[src/rtl/adc_readout_arbiter.sv]
// Round-robin readout scheduler: drains one full ADC capture FIFO at a time
// as a framed AXI-Stream burst (header word followed by BURST samples).
module adc_readout_arbiter #(
  parameter int NCH   = 4,
  parameter int DW    = 16,
  parameter int BURST = 1024
) (
  input  logic              clk,
  input  logic              rstn,
  input  logic              enable,
  input  logic [NCH-1:0]    ch_full,
  input  logic [NCH-1:0]    ch_empty,
  input  logic [NCH*DW-1:0] ch_dout,
  output logic [NCH-1:0]    ch_rd_en,
  output logic [DW-1:0]     m_tdata,
  output logic              m_tvalid,
  input  logic              m_tready,
  output logic              m_tlast,
  output logic [3:0]        m_tuser,
  output logic              busy,
  output logic              underrun
);

  localparam int CW = (BURST > 1) ? $clog2(BURST) : 1;
  localparam logic [3:0]    LAST_CH  = 4'(NCH - 1);
  localparam logic [CW-1:0] LAST_CNT = CW'(BURST - 1);

  typedef enum logic [1:0] {ARB, HEADER, STREAM} state_t;

  state_t        state;
  logic [3:0]    g;
  logic [3:0]    last_grant;
  logic [7:0]    seq;
  logic [CW-1:0] cnt;

  logic [3:0]    pick;
  logic          pick_ok;
  logic [DW-1:0] sel_dout;
  logic          sel_empty;
  logic [DW-1:0] hdr_word;
  logic          handshake;
  logic          at_last;

  // Search distance d=1..NCH upward from last_grant; the first full channel wins.
  always_comb begin
    pick    = '0;
    pick_ok = 1'b0;
    for (int d = 1; d <= NCH; d++) begin
      for (int c = 0; c < NCH; c++) begin
        if (!pick_ok && ch_full[c] && (c == (int'(last_grant) + d) % NCH)) begin
          pick    = 4'(c);
          pick_ok = 1'b1;
        end
      end
    end
  end

  always_comb begin
    sel_dout  = '0;
    sel_empty = 1'b1;
    for (int c = 0; c < NCH; c++) begin
      if (4'(c) == g) begin
        sel_dout  = ch_dout[c*DW +: DW];
        sel_empty = ch_empty[c];
      end
    end
  end

  assign hdr_word  = DW'({4'hA, g, seq});
  assign at_last   = (cnt == LAST_CNT);
  assign handshake = m_tvalid & m_tready;

  // Valid is qualified by rstn so a reset cycle can never pop the FIFO.
  always_comb begin
    m_tvalid = 1'b0;
    m_tdata  = '0;
    m_tlast  = 1'b0;
    case (state)
      HEADER: begin
        m_tvalid = rstn;
        m_tdata  = hdr_word;
      end
      STREAM: begin
        m_tvalid = rstn & ~sel_empty;
        m_tdata  = sel_dout;
        m_tlast  = at_last & rstn & ~sel_empty;
      end
      default: ;
    endcase
  end

  always_comb begin
    ch_rd_en = '0;
    for (int c = 0; c < NCH; c++) begin
      ch_rd_en[c] = (state == STREAM) && (4'(c) == g) && handshake;
    end
  end

  assign busy    = (state != ARB);
  assign m_tuser = (state != ARB) ? g : 4'd0;

  always_ff @(posedge clk) begin
    if (!rstn) begin
      state      <= ARB;
      last_grant <= LAST_CH;
      seq        <= 8'd0;
      cnt        <= '0;
      g          <= 4'd0;
      underrun   <= 1'b0;
    end else begin
      case (state)
        ARB: begin
          if (enable && pick_ok) begin
            g     <= pick;
            state <= HEADER;
          end
        end
        HEADER: begin
          if (handshake) state <= STREAM;
        end
        STREAM: begin
          if (sel_empty) underrun <= 1'b1;
          if (handshake) begin
            if (at_last) begin
              last_grant <= g;
              seq        <= seq + 8'd1;
              cnt        <= '0;
              state      <= ARB;
            end else begin
              cnt <= cnt + 1'b1;
            end
          end
        end
        default: state <= ARB;
      endcase
    end
  end

endmodule
[config.mk]
export PLATFORM = sky130hd
export DESIGN_NAME = adc_readout_arbiter
export DESIGN_NICKNAME = d
export VERILOG_FILES = /design/src/rtl/adc_readout_arbiter.sv
export SDC_FILE = /design/constraint.sdc
export NUM_CORES = 1
export LEC_CHECK = 0
export ABC_AREA = 1
export CAP_MARGIN = 20
export CORE_MARGIN = 2
export CORE_UTILIZATION = 25
export CTS_CLUSTER_SIZE = 14
export DETAILED_ROUTE_END_ITERATION = 12
export GPL_ROUTABILITY_DRIVEN = 0
export GPL_TIMING_DRIVEN = 0
export PLACE_DENSITY = 0.56
export SYNTH_ARGS = -nofsm -noshare
export SYNTH_HDL_FRONTEND = slang
export SYNTH_SLANG_ARGS = --single-unit
[constraint.sdc]
create_clock -name clk -period 2.8 [get_ports clk]
set_input_delay 0.7 -clock clk [delete_from_list [all_inputs] [get_ports clk]]
set_output_delay 0.7 -clock clk [all_outputs]
set_load 0.005 [all_outputs]
==> metrics.cfg <==
[run_status]
status = complete, no violations

[detailed_routing]
via_count = 2803
ant_nets = 0
drt_iter0_drc = 86
routedWlPerCell_um = 14.0
first_pass_iters = 4
drcViolationCount = 0
vias_per_cell = 4.87
routed_wl_um = 8070

[global_routing]
grt_max_degree = 14
grt_pass1_vias = 2718
antenna_found_initial = 0
overflow = 0
grt_pass1_wl_um = 13400
track_usage_pct = 16.8

[critical_path]
start_kind = input port
critPathMaxFanout = 1
cp-startpoint = ch_dout[42]
ff2ff_setup_slack_ns = 0.44
reg2reg_from = g[0]
reg2reg_depth = 17
endpoint = m_tdata[10]
crit_required_ns = 2.10
end_kind = output port
criticalPathCategory = input port to output port
critPathArrivalTime_ns = 2.05
r2r-end = seq[3]

[pwr]
power.leakage_nw = 1.58
p_int_mw = 0.664
seq_power_share_pct = 37.6
p_sw_mw = 0.325
p_comb_share_pct = 41.0
power.density_mw_per_mm2 = 280
clkPwrFrac_pct = 21.3
vdd_drop_max_v = 0.000158
switching_share_pct = 32.9

[logic_synthesis]
synth_area_mm2 = 0.00217
synthTopCellsByArea = dfxtp_1 (23%), nand2_1 (14%), nand3_1 (9.0%)
ys_async_sr_fraction_pct = 0
synth-seq-cells = 25
synth-edff-count = 0
yosysTopAreaCell = dfxtp_1
yosysSeqAreaShare_pct = 23.1
synth_cell_types = 41
synth_top_area_share_pct = 23.1
ys.flop_type = dfxtp_1
syn-mean-instance-area_um2 = 6.11
synthCells = 355
yosysWarnings = 0

[floorplan]
num_rows = 33
dieArea_mm2 = 0.00944
design.core.area_mm2 = 0.00830
start_util_pct = 26.1
die-height_um = 97.2
ioPinCount = 104
fp.dieW_um = 97.2

[layout]
layout.cells.non_filler = 576
multi_input_area_mm2 = 0.00156
n_fill_cell = 869
num-nets-final = 554
antennaDiodeCount = 0
area_growth_pct = 62.9
register_area_um2 = 503
final_core_util_pct = 42.6
drive_gt1_share_pct = 14.4

[run]
max_cap_viol_count = 0

[sta]
fin_tns_setup_ns = 0
hold_ws_ns = 0.493
fin_crit_ns = 2.75
final-setup-viol-count = 0
fin_crit_sh_pct = 98.2
fin_skew_ns = 0.00453
final_hold_viol_count = 0
setup_ws_ns = 0.0491
report.final.slew_viol_count = 0
max_clock_freq_mhz = 364

[cts]
clock_path_buffers = 2
clk_pin_slew_ns = 0.09
hold_buffers = 0
cts_tree = yes
cts-htree-levels = 1
clock_latency_ns = 0.26
root_buffer = clkbuf_8
cts_sinks = 25
cts_buffers = 3

[placement]
portBuffers = 100
dp_slack_ns = -0.579
hpwl_um = 6300
dp.cells = 561

[min_path]
min-delay-path-class = register to register
worstHoldPathCells = 2

-- worst min-delay path by stage --
stage	from	to	slack [ns]
final	seq[5]	seq[5]	0.49
after global routing	state[1]	state[1]	0.53
after CTS	state[1]	state[1]	0.50
after detailed placement	underrun	underrun	0.48
after global placement	underrun	underrun	0.46
after floorplan	state[1]	state[1]	0.46
-- metrics by stage --
step           cell area (um2)  power (mW)
6_report                  3530       0.990
5_1_grt                   3530        1.06
4_1_cts                   3430       0.985
3_5_place_dp              3310       0.754
3_3_place_gp              3310       0.752
2_1_floorplan             2170       0.560
-- synthesized netlist by cell type (2+ instances only) --
cell type and count:
a211oi_1 2, a21oi_1 33, a31oi_1 2, buf_4 2
clkbuf_1 8, clkinv_1 3, dfxtp_1 25, ha_1 6
inv_1 28, inv_2 4, nand2_1 80, nand2_2 2
nand3_1 39, nand4_1 9, nor2_1 40, nor2_2 3
nor3_1 5, nor4_1 6, o211ai_1 8, o21ai_0 18
o221ai_1 3, o22ai_1 3, or2_2 2, xnor2_1 4
xor2_1 4
-- cell type report --
cell class / instances / area share, %
sequential: 25 / 14.2
timing repair buffer: 111 / 30.2
clock buffer: 4 / 1.27
buffer: 12 / 2.09
inverter: 36 / 4.43
multi-input combinational: 283 / 44.1
tap: 105 / 3.72
-- layout by cell type (no fill, tap or decap), drive strengths merged, types with 7 or more instances in the layout --
cell type	Yosys	layout
dfxtp	25	25
o21ai	19	19
dlygate4sd2	0	12
dlymetal6s2s	0	7
nand2	83	83
clkdlybuf4s50	0	77
a21oi	34	34
buf	4	18
inv	33	33
nand3	39	39
nand4	9	9
nor3	7	7
o211ai	8	8
nor2	45	45
clkbuf	8	13
-- power groups by stage --
| stage | Clock [mW] | Combinational (mW) | Sequential (mW) |
|---|---|---|---|
| 2_1_floorplan | 0 | 0.184 | 0.377 |
| 3_3_place_gp | 0 | 0.373 | 0.379 |
| 3_5_place_dp | 0 | 0.375 | 0.379 |
| 4_1_cts | 0.219 | 0.394 | 0.372 |
| 5_1_grt | 0.233 | 0.450 | 0.374 |
| 6_report | 0.211 | 0.406 | 0.372 |
-- per-layer routing --
metal / global-route usage (%) / up-vias / share of wire (%)
met2: 29.0 / 100 / 46
met1: 23.0 / 1257 / 48
li1: - / 1442 / -
met3: 1.94 / 4 / 5.5
met4: 2.71 / 0 / 0.55
met5: 0 / - / 0
-- flip-flops by register name, indices dropped and copies added (netlist names) --
register,count
state,2
g,2
last_grant,2
cnt,10
seq,8
underrun,1
-- critical path, stage by stage --
cell and delay (ns):
clkdlybuf4s50_1 0.39, or2_2 0.29, a21oi_1 0.17, nor3_1 0.06, clkdlybuf4s50_1 0.44
-- logic make-up (layout without fill, tap and decap cells) --
group | after synthesis | in the layout | share of synthesized area, %
flip-flops | 25 | 25 | 23.1
other | 1 | 2 | 0.173
AO/OA/AOI/OAI | 74 | 74 | 20.2
AND/OR/NAND/NOR | 193 | 193 | 41.1
buffers and inverters | 48 | 163 | 8.82
XOR/XNOR | 8 | 8 | 3.23
adder cells (fa/ha/maj) | 6 | 6 | 3.46
-- timing repair --
item | in CTS | in global routing
buffers inserted | 6 | 5
pin swaps | 10 | 11
setup endpoints to repair | 22 | 17
gates resized for setup | 52 | 21
Power figures use the tool's default switching activity.
